--- config.mk ---
export PLATFORM = sky130hd
export DESIGN_NAME = conv_piso
export DESIGN_NICKNAME = d
export VERILOG_FILES = /design/src/rtl/conv_pkg.sv /design/src/rtl/conv_sym_cnt.sv /design/src/rtl/conv_piso.sv
export SDC_FILE = /design/constraint.sdc
export NUM_CORES = 1
export LEC_CHECK = 0
export BUFFER_PORTS_ARGS = -buffer_cell sky130_fd_sc_hd__buf_4
export CAP_MARGIN = 20
export CORE_ASPECT_RATIO = 0.9
export CORE_MARGIN = 8
export CORE_UTILIZATION = 47
export DETAILED_ROUTE_END_ITERATION = 10
export PLACE_DENSITY_LB_ADDON = 0.05
export SETUP_SLACK_MARGIN = 0.02
export SLEW_MARGIN = 0
export SYNTH_ARGS = -nofsm -noshare
export SYNTH_HDL_FRONTEND = slang
export SYNTH_HIERARCHICAL = 1
export SYNTH_SLANG_ARGS = --single-unit
--- constraint.sdc ---
create_clock -name i_clk -period 2.2 [get_ports i_clk]
set_input_delay 0.22 -clock i_clk [delete_from_list [all_inputs] [get_ports i_clk]]
set_output_delay 0.22 -clock i_clk [all_outputs]
set_load 0.05 [all_outputs]
--- src/rtl/conv_pkg.sv ---
// Types and helpers shared by the convolutional-code PISO and SIPO converters.
package conv_pkg;

  typedef enum logic {PISO_IDLE, PISO_SHIFT} piso_state_e;

  // Symbol counter width: max(1, $clog2(n)).
  function automatic int cnt_width(input int n);
    return (n <= 2) ? 1 : $clog2(n);
  endfunction

endpackage

--- src/rtl/conv_sym_cnt.sv ---
// Modulo-NUM_SYM symbol counter. Clear and load both restart at symbol 0, and inc wraps after the last symbol.
module conv_sym_cnt
  import conv_pkg::*;
#(
  parameter int NUM_SYM = 8
) (
  input  logic i_clk,
  input  logic i_rst_n,
  input  logic i_clear,
  input  logic i_load,
  input  logic i_inc,
  output logic o_is_last
);

  localparam int W = cnt_width(NUM_SYM);
  localparam logic [W-1:0] LAST = W'(NUM_SYM - 1);

  logic [W-1:0] cnt_q, cnt_d;

  assign o_is_last = (cnt_q == LAST);

  always_comb begin
    cnt_d = cnt_q;
    if (i_clear || i_load) begin
      cnt_d = '0;
    end else if (i_inc) begin
      cnt_d = o_is_last ? '0 : cnt_q + W'(1);
    end
  end

  always_ff @(posedge i_clk or negedge i_rst_n) begin
    if (!i_rst_n) cnt_q <= '0;
    else          cnt_q <= cnt_d;
  end

endmodule

--- src/rtl/conv_piso.sv ---
// Parallel-in/serial-out converter: one SIZE_IN word out as MSB-first SIZE_OUT symbols, with valid/ready on both sides.
// Optional: define CONV_PISO_LAST_EN to add o_last, which marks the final symbol of each word.
module conv_piso
  import conv_pkg::*;
#(
  parameter int SIZE_IN  = 16,
  parameter int SIZE_OUT = 2
) (
  input  logic                i_clk,
  input  logic                i_rst_n,
  input  logic                i_clear,
  input  logic [SIZE_IN-1:0]  i_data,
  input  logic                i_valid,
  output logic                o_ready,
  output logic [SIZE_OUT-1:0] o_data,
  output logic                o_valid,
  input  logic                i_ready,
`ifdef CONV_PISO_LAST_EN
  output logic                o_last,
`endif
  output logic                o_busy
);

  // state      | meaning
  // PISO_IDLE  | no word held; ready for a new word
  // PISO_SHIFT | presenting symbols of the held word, MSB first

  localparam int NUM_SYM = SIZE_IN / SIZE_OUT;

  if (SIZE_IN % SIZE_OUT != 0) begin : g_size_chk
    $error("conv_piso: SIZE_IN must be a multiple of SIZE_OUT");
  end

  piso_state_e        state_q, state_d;
  logic [SIZE_IN-1:0] shift_q, shift_d;
  logic               cnt_clear, cnt_load, cnt_inc, is_last;

  conv_sym_cnt #(.NUM_SYM(NUM_SYM)) u_sym_cnt (
    .i_clk    (i_clk),
    .i_rst_n  (i_rst_n),
    .i_clear  (cnt_clear),
    .i_load   (cnt_load),
    .i_inc    (cnt_inc),
    .o_is_last(is_last)
  );

  always_comb begin
    state_d   = state_q;
    shift_d   = shift_q;
    cnt_clear = 1'b0;
    cnt_load  = 1'b0;
    cnt_inc   = 1'b0;
    o_valid   = (state_q == PISO_SHIFT);
    o_busy    = (state_q == PISO_SHIFT);
    o_data    = shift_q[SIZE_IN-1 -: SIZE_OUT];
    // Ready on the last symbol's transfer lets words stream without a bubble.
    o_ready   = !i_clear && ((state_q == PISO_IDLE) ||
                             ((state_q == PISO_SHIFT) && is_last && i_ready));

    if (i_clear) begin
      state_d   = PISO_IDLE;
      cnt_clear = 1'b1;
    end else begin
      case (state_q)
        PISO_IDLE: begin
          if (i_valid) begin
            shift_d  = i_data;
            cnt_load = 1'b1;
            state_d  = PISO_SHIFT;
          end
        end
        PISO_SHIFT: begin
          if (i_ready) begin
            if (!is_last) begin
              shift_d = shift_q << SIZE_OUT;
              cnt_inc = 1'b1;
            end else if (i_valid) begin
              shift_d  = i_data;
              cnt_load = 1'b1;
            end else begin
              state_d   = PISO_IDLE;
              cnt_clear = 1'b1;
            end
          end
        end
        default: begin
          state_d   = PISO_IDLE;
          cnt_clear = 1'b1;
        end
      endcase
    end
  end

  always_ff @(posedge i_clk or negedge i_rst_n) begin
    if (!i_rst_n) begin
      state_q <= PISO_IDLE;
      shift_q <= '0;
    end else begin
      state_q <= state_d;
      shift_q <= shift_d;
    end
  end

`ifdef CONV_PISO_LAST_EN
  assign o_last = o_valid && is_last;
`endif

endmodule

==> results.ini <==
[cts]
cts.path.max_buffers=2
ctsResizeCount=0
cts_root_buf=clkbuf_4
cts-htree-levels=1
cts.sinks=20
cts_tree=done
insertion_delay_ns=0.30
post_cts_buffers=0
cts_buffers=3
clk_pin_slew_ns=0.11

[detailed_routing]
routed_wl_um=2460
drc=0
ant_nets=0
wire_per_inst_um=16.5
vias=870
first_pass_iters=4
via_per_inst=5.84
first_iter_violations=86

[layout]
syn2layout_area_growth_pct=20.1
diodes=0
final_common_cell=buf_4
final_cell_mix=buf_4, dfrtp_1, a31oi_1
drive_gt1_share_pct=33.9
layout.nets=145

[setup_path]
r2r_slack_ns=0.30
reg2reg_to=shift_q[0]
critPathCaptureType=output pin
reg2reg_from=u_sym_cnt/cnt_q[0]
start_kind=flip-flop
crit_fanout=17
reg2regPathDepth=5
cp.arrival_ns=1.80
path_class=reg2out
required_ns=1.98

[synth]
synthesis.nets=122
syn_inst=99
yosysSeqAreaShare_pct=44.4
syn-cell-area_um2=1130
syn_area_per_cell_um2=11.4
synth_warnings=6
synth.ff_latch_count=20
synth_cell_types=25

[die]
std_cell_rows=17
fp.dieH_um=62.4
dieArea_um2=4220
start_util_pct=47.7
coreArea_um2=2360
ios=26
die_w_um=67.6

[grt]
first_global_vias=919
antenna_found_initial=0
grt_overflow=0
grtUsageTotal_pct=12.8
grt_max_degree=21
grt_pass1_wl_um=4350

[sta]
slew_headroom_pct=69.8
fin_crit_ns=2.02
hold_viol=0
clock_skew_ns=0.00963
max_freq_mhz=495
rsz0062_at_grt=no
final_max_slew_viol_count=0
fin_crit_sh_pct=91.8
worst_slew_pin_slew_ns=0.449
finalSetupTns_ns=0
setup_viol=0
timing.hold.ws_ns=0.158

[run]
maxCapViolCount=0

[hold_path]
hold_path_class=in2reg
hold_path_depth=2
hp-start=i_data[1]
min_to=shift_q[1]

[placed_design]
gp_congestion=0.725
portBuffers=25
dp_hpwl_um=1720

[power]
powerDensity_nw_per_um2=665
ir_drop_mv=0.516
p_leak_uw=0.000644

[run_status]
status=complete, no violations

[metal layers]
layer	vias up	global-route usage, %	part of all wire [%]
met5	-	0	0
met4	0	2.35	0.57
met3	2	5.73	7.9
met1	413	16.8	46
li1	425	-	-
met2	30	18.8	46
[kinds of logic (layout without fill, tap and decap cells)]
logic type                 after synthesis  in the layout  share of synthesized area [%]
muxes                                    2              2                           1.78
adders and majority gates                2              2                           2.22
buffers and inverters                   14             36                           7.56
AOI/OAI and AO/OA                       35             35                           26.6
and+or+nand+nor                         26             26                           17.4
DFF                                     20             20                           44.4
[critical path, stage by stage, from the launching register on]
cell and delay, ns:
dfrtp_1 0.41, ha_1 0.21, ha_1 0.21, buf_4 0.19, and2b_1 0.24, nor2_1 0.06
buf_4 0.18
[synthesized netlist by cell type (all sizes together)]
master   number  area (um^2)
nor2          4         15.0
and3b        14          125
a21o          1         7.51
ha            2         25.0
a21oi         1         5.00
a221o         1         21.3
clkbuf        2         7.51
or3b          1         8.76
inv           2         7.51
a211oi        1         12.5
dfrtp        20          500
buf          10         70.1
a32o          2         20.0
and2b         1         7.51
a31oi        14         87.6
mux2i         2         20.0
o2bb2ai      14          135
a41o          1         10.0
nor3          4         20.0
nand2b        2         20.0
[power breakdown]
group / switching (uW) / total, uW / internal [uW]
registers: 32.5 / 455 / 423
logic: 124 / 234 / 110
clock network: 110 / 210 / 101
total: 266 / 899 / 633
[repair_timing]
| action | 4_1_cts | 5_1_grt |
|---|---|---|
| hold buffers | 1 | 0 |
| setup endpoints to repair | 0 | 0 |
| endpoints found under the hold margin | 20 | 0 |
[state kept, by name (all words and copies together), names as in the netlist]
signal and count:
shift_q 16, o_busy 1, u_sym_cnt/cnt_q 3
[per-stage QoR]
stage,cells,utilization [%],instance area (um^2),worst slack (ns),total power [uW]
2_1_floorplan,99,-,1130,0.0844,630
3_3_place_gp,144,55.3,1310,0.358,693
3_5_place_dp,144,55.3,1310,0.288,697
4_1_cts,149,57.3,1350,0.160,910
5_1_grt,149,57.3,1350,0.0335,957
6_report,149,57.3,1350,0.181,899
[cell type report]
type                    instances  area (um^2)
inverters                       2         7.51
multi-input cells              65          546
flip-flops and latches         20          500
clock buffers                   4         36.3
repair buffers                 30          228
fillers                       209         1010
well taps                      28         35.0
[how the worst max path moves through the flow]
stage,start,to,slack [ns],cells after the start
6_report,u_sym_cnt/cnt_q[0],o_ready,0.18,6
5_1_grt,u_sym_cnt/cnt_q[0],o_ready,0.03,6
4_1_cts,u_sym_cnt/cnt_q[0],o_ready,0.16,6
3_5_place_dp,u_sym_cnt/cnt_q[0],shift_q[0],0.29,5
3_3_place_gp,u_sym_cnt/cnt_q[0],shift_q[1],0.36,5
2_1_floorplan,o_busy,o_ready,0.08,4
Note: power is estimated with default switching activity, not from simulation.
